==> src/rtl/conv3x3_sram_sched.sv <==
// 3x3 convolution sequencer over a DIMxDIM image in dual-port SRAM, two taps per cycle, scaled/saturated results.
// 7 cycles per pixel (5 read, drain, write); no backpressure, start ignored while a frame runs.
module conv3x3_sram_sched #(
  parameter int SHIFT = 4,
  parameter int DIM   = 256
) (
  input  logic        clk,
  input  logic        rst,
  input  logic        start,
  input  logic [71:0] kernel,
  output logic        busy,
  output logic        done,
  output logic        ena,
  output logic        enb,
  output logic        wena,
  output logic        wenb,
  output logic [15:0] addra,
  output logic [15:0] addrb,
  input  logic [7:0]  qa,
  input  logic [7:0]  qb,
  output logic        res_we,
  output logic [15:0] res_addr,
  output logic [7:0]  res_data
);

  typedef enum logic [2:0] {IDLE, READ, DRAIN, WRITE, DONE} state_t;

  localparam logic [7:0] LAST = 8'(DIM - 1);

  state_t             state;
  logic [2:0]         k, nk, pk;
  logic [7:0]         x, y, px, py;
  logic [71:0]        kern;
  logic [127:0]       kx;
  logic               va, vb;
  logic [16:0]        tap_a, tap_b;
  logic signed [7:0]  coef_a, coef_b;
  logic signed [16:0] prod_a, prod_b;
  logic signed [20:0] acc, acc_sum, shifted;
  logic [7:0]         sat;

  assign wena = 1'b1;
  assign wenb = 1'b1;
  assign kx   = {56'd0, kern};

  // {in_range, {y, x}} of tap t around (cx, cy); out-of-range taps become zero padding
  function automatic logic [16:0] tap_addr(input logic [3:0] t, input logic [7:0] cx,
                                           input logic [7:0] cy);
    int tx, ty;
    ty = int'(cy) + int'(t) / 3 - 1;
    tx = int'(cx) + int'(t) % 3 - 1;
    if (ty < 0 || ty >= DIM || tx < 0 || tx >= DIM) return 17'd0;
    return {1'b1, ty[7:0], tx[7:0]};
  endfunction

  // addresses are registered, so they are formed from the pixel/sub-index of the next cycle
  always_comb begin
    px = x;
    py = y;
    if (state == IDLE) begin
      px = 8'd0;
      py = 8'd0;
    end else if (state == WRITE) begin
      if (x == LAST) begin
        px = 8'd0;
        py = y + 8'd1;
      end else begin
        px = x + 8'd1;
      end
    end
    nk    = (state == READ) ? k + 3'd1 : 3'd0;
    tap_a = tap_addr({nk, 1'b0}, px, py);
    tap_b = (nk == 3'd4) ? 17'd0 : tap_addr({nk, 1'b1}, px, py);
  end

  // data on qa/qb belongs to the pair issued one cycle earlier
  always_comb begin
    pk      = (state == DRAIN) ? 3'd4 : ((k == 3'd0) ? 3'd0 : k - 3'd1);
    coef_a  = $signed(kx[{pk, 4'b0} +: 8]);
    coef_b  = (pk == 3'd4) ? 8'sd0 : $signed(kx[{pk, 4'b1000} +: 8]);
    prod_a  = va ? $signed({1'b0, qa}) * coef_a : 17'sd0;
    prod_b  = vb ? $signed({1'b0, qb}) * coef_b : 17'sd0;
    acc_sum = acc + 21'(prod_a) + 21'(prod_b);
    shifted = acc_sum >>> SHIFT;
    if (shifted < 21'sd0)        sat = 8'd0;
    else if (shifted > 21'sd255) sat = 8'd255;
    else                         sat = shifted[7:0];
  end

  always_ff @(posedge clk or posedge rst) begin
    if (rst) begin
      state    <= IDLE;
      k        <= 3'd0;
      x        <= 8'd0;
      y        <= 8'd0;
      kern     <= 72'd0;
      acc      <= 21'sd0;
      va       <= 1'b0;
      vb       <= 1'b0;
      busy     <= 1'b0;
      done     <= 1'b0;
      ena      <= 1'b0;
      enb      <= 1'b0;
      addra    <= 16'd0;
      addrb    <= 16'd0;
      res_we   <= 1'b0;
      res_addr <= 16'd0;
      res_data <= 8'd0;
    end else begin
      va     <= ena;
      vb     <= enb;
      ena    <= 1'b0;
      enb    <= 1'b0;
      res_we <= 1'b0;
      done   <= 1'b0;
      case (state)
        IDLE: begin
          if (start) begin
            kern  <= kernel;
            x     <= 8'd0;
            y     <= 8'd0;
            acc   <= 21'sd0;
            busy  <= 1'b1;
            k     <= 3'd0;
            state <= READ;
            ena   <= tap_a[16];
            enb   <= tap_b[16];
            addra <= tap_a[15:0];
            addrb <= tap_b[15:0];
          end
        end
        READ: begin
          if (k != 3'd0) acc <= acc_sum;
          if (k == 3'd4) begin
            state <= DRAIN;
          end else begin
            k     <= nk;
            ena   <= tap_a[16];
            enb   <= tap_b[16];
            addra <= tap_a[15:0];
            addrb <= tap_b[15:0];
          end
        end
        DRAIN: begin
          res_we   <= 1'b1;
          res_addr <= {y, x};
          res_data <= sat;
          state    <= WRITE;
        end
        WRITE: begin
          acc <= 21'sd0;
          x   <= px;
          y   <= py;
          if (x == LAST && y == LAST) begin
            state <= DONE;
            busy  <= 1'b0;
            done  <= 1'b1;
          end else begin
            k     <= 3'd0;
            state <= READ;
            ena   <= tap_a[16];
            enb   <= tap_b[16];
            addra <= tap_a[15:0];
            addrb <= tap_b[15:0];
          end
        end
        DONE:    state <= IDLE;
        default: state <= IDLE;
      endcase
    end
  end

endmodule

==> config.mk <==
export PLATFORM = sky130hd
export DESIGN_NAME = conv3x3_sram_sched
export DESIGN_NICKNAME = d
export VERILOG_FILES = /design/src/rtl/conv3x3_sram_sched.sv
export SDC_FILE = /design/constraint.sdc
export NUM_CORES = 1
export LEC_CHECK = 0
export BUFFER_PORTS_ARGS = -buffer_cell sky130_fd_sc_hd__buf_2
export CORE_AREA = 2 2 219 221
export DETAILED_ROUTE_END_ITERATION = 6
export DIE_AREA = 0 0 221 223
export GPL_TIMING_DRIVEN = 0
export HOLD_SLACK_MARGIN = 0.03
export PLACE_DENSITY = 0.63
export SETUP_SLACK_MARGIN = 0.15
export SLEW_MARGIN = 40
export SYNTH_ARGS = -nofsm -noshare
export SYNTH_HDL_FRONTEND = slang
export SYNTH_SLANG_ARGS = --single-unit
==> constraint.sdc <==
create_clock -name clk -period 29.8 [get_ports clk]
set_clock_uncertainty 0.2 [all_clocks]
set_input_delay 1.49 -clock clk [delete_from_list [all_inputs] [get_ports clk]]
set_output_delay 1.49 -clock clk [all_outputs]
set_load 0.05 [all_outputs]
==> results.py <==
metrics = {
    "setup_path": {
        "max_stage_delay_ns": 0.64,
        "required_ns": 29.91,
        "r2r_end": "res_data[0]$_DFFE_PP0P_",
        "path_buf_inv": 7,
        "reg2reg_from": "k[0]$_DFFE_PP0P_",
        "crit_family": "adder cells",
        "path_max_fanout": 10,
        "cp.arrival_ns": 11.38,
        "crit_slowest_cell": "nor4_2",
        "r2r_setup_slack_ns": 18.53,
        "worstSetupPathType": "flop to flop",
        "start_kind": "flop",
        "worst_setup_path_end_kind": "flop",
        "rr_worst_depth": 36,
        "crit_top_cell": "ha_1",
    },
    "die": {
        "die_w_um": 221,
        "fp-row-count": 80,
        "dieArea_um2": 49300,
        "coreArea_um2": 47100,
        "start_util_pct": 41.3,
        "io_pins": 154,
        "die_h_um": 223,
    },
    "route": {
        "vias": 16900,
        "first_iter_violations": 1295,
        "dr.pass1.iters": 5,
        "ant_nets": 0,
        "avgViaCountPerCell": 5.57,
        "wl_per_cell_um": 18.4,
        "finalWirelength_um": 55800,
        "remaining_drc_errors": 0,
    },
    "outcome": {
        "status": "finished, final reports clean",
    },
    "clock_network": {
        "htreeDepth": 4,
        "cts_made_buffers": 17,
        "cts-root-buf": "clkbuf_16",
        "postCtsSetupBuffers": 0,
        "clkLatencyLatePin_ns": 0.45,
        "cts.sinks": 178,
        "cts.repair.resized": 0,
        "hold_buffers": 0,
        "clk_pin_slew_ns": 0.08,
        "clockBufferDepth": 2,
        "cts_tree": "built",
    },
    "yosys": {
        "synth_top_cell_by_area": "dfrtp_1",
        "synth_area_um2": 19500,
        "synth_top_family_by_area": "adder cells",
        "synth_simple_gate_area_share_pct": 16.3,
        "async_flop_share_pct": 100,
        "synth_cells": 2217,
        "synth_area_leaders": "dfrtp_1 (23%), ha_1 (14%), fa_1 (10%)",
        "synth.avg_cell_area_um2": 8.79,
        "ys_ff_latch": 178,
        "synth_compound_area_share_pct": 17.5,
        "synth-edff-count": 0,
        "ys_types": 89,
        "synth_top_area_share_pct": 22.9,
        "synth_xor_area_share_pct": 4.22,
        "muxShareOfSynthArea_pct": 7.89,
        "ys.flop_type": "dfrtp_1",
        "synthAdderAreaFrac_pct": 23.8,
        "synth-seq-area-share_pct": 22.9,
        "yosysWarnings": 0,
    },
    "sta": {
        "hold_viol_final": 0,
        "slew_violations": 0,
        "period_share_pct": 37.8,
        "timing.fmax_mhz": 88.7,
        "min_period_ns": 11.27,
        "slew_headroom_pct": 40.8,
        "setup_viol": 0,
        "fin_tns_setup_ns": 0,
        "worst_pin_slew_ns": 0.888,
        "rsz0062_at_grt": "false",
    },
    "finish": {
        "area_growth_pct": 11.9,
        "multi_input_area_um2": 13700,
        "drive_gt1_share_pct": 15.6,
        "nFillCells": 4607,
        "seqCellArea_um2": 4450,
        "nets": 2806,
    },
    "global_route": {
        "grt_pass1_vias": 17000,
        "gr-total-overflow": 0,
        "grt_max_degree": 69,
        "antenna_found_initial": 2,
        "grt_usage_pct": 22.8,
        "grt_pass1_wl_um": 90700,
    },
    "flow_run": {
        "cap_violations": 0,
    },
    "place": {
        "io_buffers": 151,
        "dpl.hpwl_um": 45400,
        "gp_congestion": 0.917,
    },
    "worst_hold_path": {
        "hold_class": "flop to flop",
        "hold_depth": 0,
        "hold_path.startpoint": "enb$_DFF_PP0_",
        "whs_endpoint": "vb$_DFF_PP0_",
    },
}
## cells by family (layout without fill, tap and decap cells)
kind of cell / Yosys count / after routing
flip-flops: 178 / 178
XOR/XNOR: 94 / 94
adder cells (fa/ha/maj): 312 / 312
multiplexers: 122 / 122
AO/OA/AOI/OAI: 500 / 500
buffers and inverters: 370 / 558
other: 2 / 13
AND/OR/NAND/NOR: 639 / 639
## layer usage
layer | routed length [um] | vias to the layer above | share of wire [%] | global-route usage (%)
met3 | 2310 | 60 | 4.1 | 2.25
li1 | - | 8085 | - | -
met2 | 28200 | 388 | 51 | 40.7
met5 | 0 | - | 0 | 0
met1 | 24100 | 8357 | 43 | 29.5
met4 | 1150 | 0 | 2.1 | 5.95
## worst max path at each step
stage,cells past startpoint,startpoint,slack (ns),endpoint
3_3_place_gp,31,k[0]$_DFFE_PP0P_,16.97,res_data[3]$_DFFE_PP0P_
3_5_place_dp,31,k[0]$_DFFE_PP0P_,18.26,res_data[6]$_DFFE_PP0P_
6_report,36,k[0]$_DFFE_PP0P_,18.53,res_data[0]$_DFFE_PP0P_
4_1_cts,31,k[0]$_DFFE_PP0P_,18.25,res_data[6]$_DFFE_PP0P_
5_1_grt,33,k[0]$_DFFE_PP0P_,17.76,res_data[0]$_DFFE_PP0P_
2_1_floorplan,31,state[0]$_DFFE_PP0P_,19.62,res_data[0]$_DFFE_PP0P_
## cells in the mapped netlist (all sizes together) (9+ instances only)
| cell | count |
|---|---|
| nand3 | 33 |
| a21o | 39 |
| buf | 17 |
| dfrtp | 178 |
| or2 | 15 |
| nand2b | 26 |
| nand2 | 215 |
| or3 | 15 |
| o22ai | 14 |
| nor3 | 34 |
| a31oi | 18 |
| xnor2 | 50 |
| nor2 | 138 |
| mux2i | 13 |
| and2 | 12 |
| a2111oi | 11 |
| inv | 291 |
| a211o | 13 |
| ha | 213 |
| fa | 99 |
| o211ai | 19 |
| a22o | 9 |
| clkbuf | 61 |
| o21ai | 91 |
| o31ai | 40 |
| mux4 | 16 |
| o21a | 17 |
| and3 | 25 |
| nor2b | 55 |
| xor2 | 44 |
| a22oi | 12 |
| nor4 | 16 |
| mux2 | 93 |
| nand4 | 20 |
| o21bai | 29 |
| a211oi | 26 |
| a21oi | 101 |
## registers in the layout (all words and copies together), names as in the netlist
name and count:
acc 21, addra 16, addrb 16, busy 1
done 1, ena 1, enb 1, k 3
kern 72, res_addr 16, res_data 8, res_we 1
state 3, va 1, vb 1, x 8
y 8
## through the flow
stage	setup WS [ns]	hold WS (ns)	area [um2]	utilization (%)	instances
floorplan	19.62	0.249	19500	-	2227
detailed placement	18.26	0.158	21200	45.0	2999
global placement	16.97	0.156	21100	44.7	2993
finish	18.53	0.176	21800	46.3	3031
global route	17.76	0.192	21800	46.3	3030
CTS	18.25	0.175	21800	46.2	3030
## area by class of cell
class | count | share of cell area [%]
clock inverter | 13 | 0.660
tap | 615 | 3.53
sequential | 178 | 20.4
buffer | 78 | 1.53
inverter | 292 | 5.06
timing repair buffer | 157 | 3.81
clock buffer | 18 | 2.01
antenna | 1 | 0.0115
multi-input combinational | 1679 | 63.0
## placed cells by master, fill, tap and decap left out, types with 39 or more instances in the layout
| cell type | count |
|---|---|
| xnor2_1 | 50 |
| nor2b_1 | 55 |
| ha_1 | 213 |
| a21o_1 | 39 |
| xor2_1 | 44 |
| clkbuf_1 | 61 |
| dfrtp_1 | 178 |
| o21ai_0 | 87 |
| nor2_1 | 137 |
| nand2_1 | 214 |
| fa_1 | 99 |
| buf_2 | 163 |
| a21oi_1 | 100 |
| inv_1 | 287 |
| mux2_2 | 93 |
Power is left out: the tool's default activity adds up to more than one toggle a clock period on the data nets, which glitch-free logic cannot reach.
